### config.mk
export PLATFORM = sky130hd
export DESIGN_NAME = ham_deco_flat
export DESIGN_NICKNAME = d
export VERILOG_FILES = /design/src/rtl/ham_deco_if.sv /design/src/rtl/ham_deco.sv /design/src/flat_wrapper.sv
export SDC_FILE = /design/constraint.sdc
export NUM_CORES = 1
export LEC_CHECK = 0
export CAP_MARGIN = 20
export CORE_MARGIN = 3
export CORE_UTILIZATION = 65
export CTS_BUF_LIST = sky130_fd_sc_hd__clkbuf_2
export DETAILED_ROUTE_END_ITERATION = 6
export DONT_BUFFER_PORTS = 1
export GPL_TIMING_DRIVEN = 0
export PLACE_DENSITY = 0.87
export SLEW_MARGIN = 5
export SYNTH_ARGS = -nofsm -noshare
export SYNTH_HDL_FRONTEND = slang
export SYNTH_SLANG_ARGS = --single-unit
### constraint.sdc
create_clock -name i_clk -period 2.5 [get_ports i_clk]
set_input_delay 0.5 -clock i_clk [delete_from_list [all_inputs] [get_ports i_clk]]
set_output_delay 0.5 -clock i_clk [all_outputs]
set_load 0.005 [all_outputs]
### src/rtl/ham_deco_if.sv
// Codeword-in / decoded-word-out bundle for the Hamming decoder.
// Error counters are kept outside the bundle so that CNT_W stays a parameter of the decoder alone.
interface ham_deco_if;
    logic        i_valid;
    logic [11:0] i_code;
    logic        o_valid;
    logic [7:0]  o_data;
    logic [3:0]  o_syndrome;
    logic        o_err_corr;
    logic        o_err_uncorr;

    modport master (
        output i_valid, i_code,
        input  o_valid, o_data, o_syndrome, o_err_corr, o_err_uncorr
    );

    modport slave (
        input  i_valid, i_code,
        output o_valid, o_data, o_syndrome, o_err_corr, o_err_uncorr
    );
endinterface

### src/rtl/ham_deco.sv
// Two-stage SEC Hamming decoder for 12-bit codewords carrying 8 data bits.
// It keeps saturating counters of corrected and uncorrectable events.
module ham_deco #(
    parameter int CNT_W = 16
) (
    input  logic             i_clk,
    input  logic             i_rst_n,
    input  logic             i_cnt_clr,
    ham_deco_if.slave        bus,
    output logic [CNT_W-1:0] o_corr_cnt,
    output logic [CNT_W-1:0] o_uncorr_cnt
);

    logic             valid1_q, valid1_d;
    logic [11:0]      code1_q, code1_d;
    logic [3:0]       syn1_q, syn1_d;
    logic             valid2_q, valid2_d;
    logic [7:0]       data2_q, data2_d;
    logic [3:0]       syn2_q, syn2_d;
    logic             corr2_q, corr2_d;
    logic             uncorr2_q, uncorr2_d;
    logic [CNT_W-1:0] corr_cnt_q, corr_cnt_d;
    logic [CNT_W-1:0] uncorr_cnt_q, uncorr_cnt_d;
    logic [11:0]      fixed;
    logic [3:0]       syn_in;

    always_comb begin
        syn_in[0] = bus.i_code[0] ^ bus.i_code[2] ^ bus.i_code[4] ^ bus.i_code[6]
                  ^ bus.i_code[8] ^ bus.i_code[10];
        syn_in[1] = bus.i_code[1] ^ bus.i_code[2] ^ bus.i_code[5] ^ bus.i_code[6]
                  ^ bus.i_code[9] ^ bus.i_code[10];
        syn_in[2] = bus.i_code[3] ^ bus.i_code[4] ^ bus.i_code[5] ^ bus.i_code[6]
                  ^ bus.i_code[11];
        syn_in[3] = bus.i_code[7] ^ bus.i_code[8] ^ bus.i_code[9] ^ bus.i_code[10]
                  ^ bus.i_code[11];

        valid1_d = bus.i_valid;
        code1_d  = bus.i_valid ? bus.i_code : code1_q;
        syn1_d   = bus.i_valid ? syn_in : syn1_q;
    end

    // Syndrome 1..12 names the flipped bit position; 13..15 cannot come from a single error.
    always_comb begin
        fixed = code1_q;
        for (int k = 0; k < 12; k++) begin
            if (syn1_q == 4'(k + 1)) fixed[k] = ~code1_q[k];
        end

        valid2_d  = valid1_q;
        data2_d   = data2_q;
        syn2_d    = syn2_q;
        corr2_d   = 1'b0;
        uncorr2_d = 1'b0;
        if (valid1_q) begin
            syn2_d = syn1_q;
            if (syn1_q >= 4'd13) begin
                uncorr2_d = 1'b1;
                data2_d   = {code1_q[11:8], code1_q[6:4], code1_q[2]};
            end else begin
                corr2_d = (syn1_q != 4'd0);
                data2_d = {fixed[11:8], fixed[6:4], fixed[2]};
            end
        end
    end

    always_comb begin
        corr_cnt_d   = corr_cnt_q;
        uncorr_cnt_d = uncorr_cnt_q;
        if (i_cnt_clr) begin
            corr_cnt_d   = '0;
            uncorr_cnt_d = '0;
        end else begin
            if (corr2_d && !(&corr_cnt_q))     corr_cnt_d   = corr_cnt_q + CNT_W'(1);
            if (uncorr2_d && !(&uncorr_cnt_q)) uncorr_cnt_d = uncorr_cnt_q + CNT_W'(1);
        end
    end

    always_ff @(posedge i_clk or negedge i_rst_n) begin
        if (!i_rst_n) begin
            valid1_q     <= 1'b0;
            code1_q      <= '0;
            syn1_q       <= '0;
            valid2_q     <= 1'b0;
            data2_q      <= '0;
            syn2_q       <= '0;
            corr2_q      <= 1'b0;
            uncorr2_q    <= 1'b0;
            corr_cnt_q   <= '0;
            uncorr_cnt_q <= '0;
        end else begin
            valid1_q     <= valid1_d;
            code1_q      <= code1_d;
            syn1_q       <= syn1_d;
            valid2_q     <= valid2_d;
            data2_q      <= data2_d;
            syn2_q       <= syn2_d;
            corr2_q      <= corr2_d;
            uncorr2_q    <= uncorr2_d;
            corr_cnt_q   <= corr_cnt_d;
            uncorr_cnt_q <= uncorr_cnt_d;
        end
    end

    assign bus.o_valid      = valid2_q;
    assign bus.o_data       = data2_q;
    assign bus.o_syndrome   = syn2_q;
    assign bus.o_err_corr   = corr2_q;
    assign bus.o_err_uncorr = uncorr2_q;
    assign o_corr_cnt       = corr_cnt_q;
    assign o_uncorr_cnt     = uncorr_cnt_q;

endmodule

### src/flat_wrapper.sv
// flat-port wrapper written by rule: the top's interface ports become plain ports
module ham_deco_flat 
#(
    parameter int CNT_W = 16
)
  (i_clk, i_rst_n, i_cnt_clr, o_corr_cnt, o_uncorr_cnt, bus_i_valid, bus_i_code, bus_o_valid, bus_o_data, bus_o_syndrome, bus_o_err_corr, bus_o_err_uncorr);
  ham_deco_if bus_i ();
  input  logic i_clk;
  input  logic i_rst_n;
  input  logic i_cnt_clr;
  output logic [CNT_W-1:0] o_corr_cnt;
  output logic [CNT_W-1:0] o_uncorr_cnt;
  input wire logic [$bits(bus_i.i_valid)-1:0] bus_i_valid;
  input wire logic [$bits(bus_i.i_code)-1:0] bus_i_code;
  output wire logic [$bits(bus_i.o_valid)-1:0] bus_o_valid;
  output wire logic [$bits(bus_i.o_data)-1:0] bus_o_data;
  output wire logic [$bits(bus_i.o_syndrome)-1:0] bus_o_syndrome;
  output wire logic [$bits(bus_i.o_err_corr)-1:0] bus_o_err_corr;
  output wire logic [$bits(bus_i.o_err_uncorr)-1:0] bus_o_err_uncorr;
  assign bus_i.i_valid = bus_i_valid;
  assign bus_i.i_code = bus_i_code;
  assign bus_o_valid = bus_i.o_valid;
  assign bus_o_data = bus_i.o_data;
  assign bus_o_syndrome = bus_i.o_syndrome;
  assign bus_o_err_corr = bus_i.o_err_corr;
  assign bus_o_err_uncorr = bus_i.o_err_uncorr;
  ham_deco #(.CNT_W(CNT_W)) u_core (.i_clk(i_clk), .i_rst_n(i_rst_n), .i_cnt_clr(i_cnt_clr), .bus(bus_i), .o_corr_cnt(o_corr_cnt), .o_uncorr_cnt(o_uncorr_cnt));
endmodule
==> results.md <==
Status:
- The run finished with clean final reports.

Yosys:
- In this run the mean area of a mapped cell was 9.978 um2.
- The top cell type's share of synthesized area is 47.77%.
- The number of warnings printed during yosys synthesis is 0.
- The number of nets in the synthesized netlist is 333.
- The synthesized cell area is 0.003143 mm2.
- dfrtp_1 takes more of the synthesized area than any other cell.
- In this run, synthesis produced a sequential element count of 60.
- After synthesis, the cell types taking the most area are dfrtp_1 48%, xnor2_1 6.7%, mux2_2 6.4%.
- After synthesis, flip-flops and latches occupy 47.77% of the total area.
- Yosys mapped the design onto 35 distinct sky130hd cell types.
- The cell count after synthesis is 315.

Flow run:
- Across the run, the number of max-cap violations was 0.

Worst setup path:
- The slowest stage of the critical path is the a2111oi_0 cell.
- The total buffers and inverters traversed by the critical path is 2.
- The worst register-to-register path ends at u_core.o_uncorr_cnt[12]$_DFFE_PN0P_.
- The worst endpoint data arrival time is between 2000 and 3000 ps.
- The critical path launch point type is a flop.
- The largest stage delay on the critical path is 490 ps.
- The worst setup path is captured at a flop.
- The critical path's top delay family is compound AO/OA/AOI/OAI gates.
- The critical path goes through clkbuf_2 > o2111ai_2 > inv_2 > nand3_1 > a2111oi_0 > mux2_2.
- The launch point of the worst reg-to-reg path is u_core.syn1_q[2]$_DFFE_PN0P_.
- For the worst flop-to-flop path, the logic depth is 6.
- The worst endpoint required time is 2900 ps.
- By startpoint and endpoint, the worst setup path is classified as flop to flop.
- In this run the register-to-register setup slack is 300 ps.
- The largest driver fanout on the critical path is 9.

Global route:
- The via count of the first global-routing pass is 2,544.
- The first global-routing pass estimated 11.86 mm of wire.
- The largest net degree at the start of global routing is 61.
- The total track usage is 27.55%.
- The number of antenna violations at the first check in global routing is 0.
- The total global routing overflow is 0.

Min path:
- The beginning of the worst hold path is bus_i_code[4].
- The instance count along the most critical hold path is 1.
- In this run the worst hold path is classified as primary input to flop.
- The path with the worst hold slack has its endpoint at u_core.code1_q[4]$_DFFE_PN0P_.

Detailed routing:
- The sum of met3 wire segment lengths after detailed routing is approximately 710 um.
- The mean routed wirelength per cell is approximately 19 um.
- The first TritonRoute pass finished after 5 iterations.
- The routed wire length on met2 is 3.545 mm.
- The count of nets left with antenna violations once routing finished came out at 0.
- The final route contains 2,659 vias.
- In the final routing, the length of wire on met1 measures 2.932 mm.
- For this block, the routed nets add up to ~7.3 mm of wire.
- After the first detailed-routing iteration, the DRC count stood at 330.
- The average via count per standard cell is 6.871.
- The highest layer used for signal routing is met4.
- The total DRC errors in the routed layout is 0.

Timing:
- The post-route fraction of the period consumed by the critical path is approximately 90%.
- The minimum clock period is about 2200 ps.
- In the post-route analysis, the smallest setup slack over all paths is around 300 ps.
- Setup violations remaining at the end of the flow were counted as 0.
- The total count of max-transition violations in the final report is 0.
- Setup repair after global routing left no endpoint under its margin.
- The worst slew slack as a fraction of its limit is 55.22%.
- The transition time at the pin with the least slew margin is 665.5 ps.
- Clock skew on the completed layout was measured at 31.97 ps.
- Summed over all failing endpoints, the final setup total negative slack is 0 ps.
- The final hold violation count came to 0.
- Across all hold checks on the routed design, the worst slack comes to ~140 ps.
- The upper clock frequency limit is approximately 450 MHz.

Clock tree:
- The clock drives 60 sinks.
- The number of buffers created by CTS is 9.
- The number of H-tree levels is 3.
- TritonCTS built the clock tree.
- The clock latency at the later pin of the worst-skew pair is 510 ps.
- The longest clock path from root to sink contains 2 buffers.
- In this run the clock root is driven by a clkbuf_2.
- After clock tree synthesis, the clock-pin slew on the worst setup and hold paths is 180 ps.

Cells and area:
- The number of antenna diodes in the final layout is 0.
- The fraction of the core area covered by cells at the end of the flow is 75.56%.
- The share of cells above drive strength 1 is around 14%.
- After the last flow step, the layout net total stands at 348.
- The post-layout instance area is 0.003403 mm2.
- Compared with the post-synthesis result, the final layout area differs by 8.280%.
- The finished layout holds 387 standard cells, fillers aside.

Floorplan:
- The placeable core region is 0.004504 mm2.
- The count of boundary I/O pins is 63.
- The die height is 75.54 um.
- The placement row count is 24.
- The chip width is around 76 um.
- Once the floorplan was initialized, standard cells occupied 69.78% of the core.
- The die outline area is ~0.0057 mm2.

Power and ir drop:
- The total chip power is ~2.2 mW.
- The worst supply voltage drop on vdd is 0.0004208 V.
- Power spread over the standard cell area amounts to 648.3 mW/mm2.
- The static power due to leakage is 1.265 nW.

Placement:
- The count of input and output buffers is 0.
- The post-placement cell area is roughly 0.0032 mm2.
- Routability-driven placement finished with a final weighted congestion of 0.8776.
- The post-DP HPWL is 4.817 mm.
- At the placement stage, the worst setup path has a slack of 304.6 ps.
- The placed cell count is around 370.
-- per-layer routing --
layer / global-route usage, % / vias to the layer above
li1: - / 1219
met1: 36.32 / 1274
met2: 43.53 / 148
met3: 6.596 / 18
met4: 12.04 / 0
met5: 0 / -
-- state kept, by name, indices dropped and copies added, names as in the netlist --
register,flops
u_core.bus.o_data,8
u_core.bus.o_err_corr,1
u_core.bus.o_err_uncorr,1
u_core.bus.o_syndrome,4
u_core.bus.o_valid,1
u_core.code1_q,8
u_core.o_corr_cnt,16
u_core.o_uncorr_cnt,16
u_core.syn1_q,4
u_core.valid1_q,1
-- Yosys cell counts --
| cell | n |
|---|---|
| a2111oi_0 | 2 |
| a211oi_1 | 1 |
| a21oi_1 | 37 |
| a311o_1 | 2 |
| and2_1 | 1 |
| and3_1 | 3 |
| and4_1 | 6 |
| buf_2 | 3 |
| clkbuf_1 | 10 |
| clkbuf_2 | 3 |
| dfrtp_1 | 60 |
| ha_1 | 2 |
| inv_1 | 7 |
| inv_2 | 1 |
| mux2_2 | 18 |
| nand2_1 | 14 |
| nand2b_1 | 4 |
| nand3_1 | 14 |
| nand3b_1 | 2 |
| nand4_1 | 11 |
| nor2_1 | 21 |
| nor2b_1 | 4 |
| nor3_1 | 4 |
| nor4_1 | 5 |
| o2111ai_2 | 1 |
| o211ai_1 | 1 |
| o21ai_0 | 8 |
| o21ba_2 | 1 |
| o31a_1 | 1 |
| o31ai_1 | 13 |
| o41ai_1 | 5 |
| or3_1 | 7 |
| or4_1 | 18 |
| or4b_2 | 1 |
| xnor2_1 | 24 |
-- what timing repair did --
item,4_1_cts,5_1_grt
resized for setup,0,1
hold buffers,3,0
hold endpoints to repair,61,0
buffers inserted,0,0
endpoints found under the setup margin,0,3
-- how the worst max path moves through the flow --
stage	slack [ps]	depth (start not counted)	from	end
2_1_floorplan	680	6	u_core.syn1_q[1]$_DFFE_PN0P_	u_core.o_uncorr_cnt[12]$_DFFE_PN0P_
3_3_place_gp	350	6	u_core.syn1_q[1]$_DFFE_PN0P_	u_core.o_uncorr_cnt[12]$_DFFE_PN0P_
3_5_place_dp	300	6	u_core.syn1_q[2]$_DFFE_PN0P_	u_core.o_uncorr_cnt[12]$_DFFE_PN0P_
4_1_cts	290	6	u_core.o_uncorr_cnt[0]$_DFFE_PN0P_	u_core.o_uncorr_cnt[1]$_DFFE_PN0P_
5_1_grt	170	6	u_core.syn1_q[2]$_DFFE_PN0P_	u_core.o_uncorr_cnt[12]$_DFFE_PN0P_
6_report	300	6	u_core.syn1_q[2]$_DFFE_PN0P_	u_core.o_uncorr_cnt[12]$_DFFE_PN0P_
-- worst register-to-register path: stages, from the launching register on --
cell	delay [ps]
dfrtp_1	370
clkbuf_2	210
o2111ai_2	260
inv_2	160
nand3_1	250
a2111oi_0	500
mux2_2	380
-- where the power goes --
group	leakage [nW]	switching, mW	total, mW	internal, mW
combinational	0.414	0.208	0.363	0.155
sequential	0.769	0.0779	1.14	1.07
clock	0.0816	0.373	0.700	0.327
total	1.26	0.659	2.21	1.55
-- cell usage in the layout, fill, tap and decap left out, types with 5 or more instances in the layout --
| cell type | instances |
|---|---|
| xnor2_1 | 24 |
| inv_1 | 7 |
| mux2_2 | 18 |
| dfrtp_1 | 60 |
| nand3_1 | 14 |
| o31ai_1 | 13 |
| or4_1 | 18 |
| a21oi_1 | 37 |
| nand4_1 | 11 |
| o41ai_1 | 5 |
| and4_1 | 6 |
| nor2_1 | 21 |
| o21ai_0 | 8 |
| clkbuf_1 | 10 |
| clkbuf_2 | 13 |
| or3_1 | 7 |
| nand2_1 | 14 |
-- cell type report --
| class | instances | area, um2 |
|---|---|---|
| timing repair buffer | 4 | 52.55 |
| sequential | 60 | 1501 |
| fill | 315 | 1101 |
| inverter | 8 | 30.03 |
| tap | 52 | 65.06 |
| multi-input combinational | 231 | 1550 |
| clock buffer | 9 | 45.04 |
| clock inverter | 7 | 91.34 |
| buffer | 16 | 67.56 |
-- cell families (layout without fill, tap and decap cells) --
kind of cell	count (synthesis)	count (layout)	share of synthesized area, %
AO/OA/AOI/OAI	72	72	14.41
XOR/XNOR	24	24	6.688
adder cells (fa/ha/maj)	2	2	0.7961
buffers and inverters	24	44	3.105
flip-flops	60	60	47.77
multiplexers	18	18	6.449
AND/OR/NAND/NOR	115	115	20.78
Note: power is estimated with default switching activity, not from simulation.
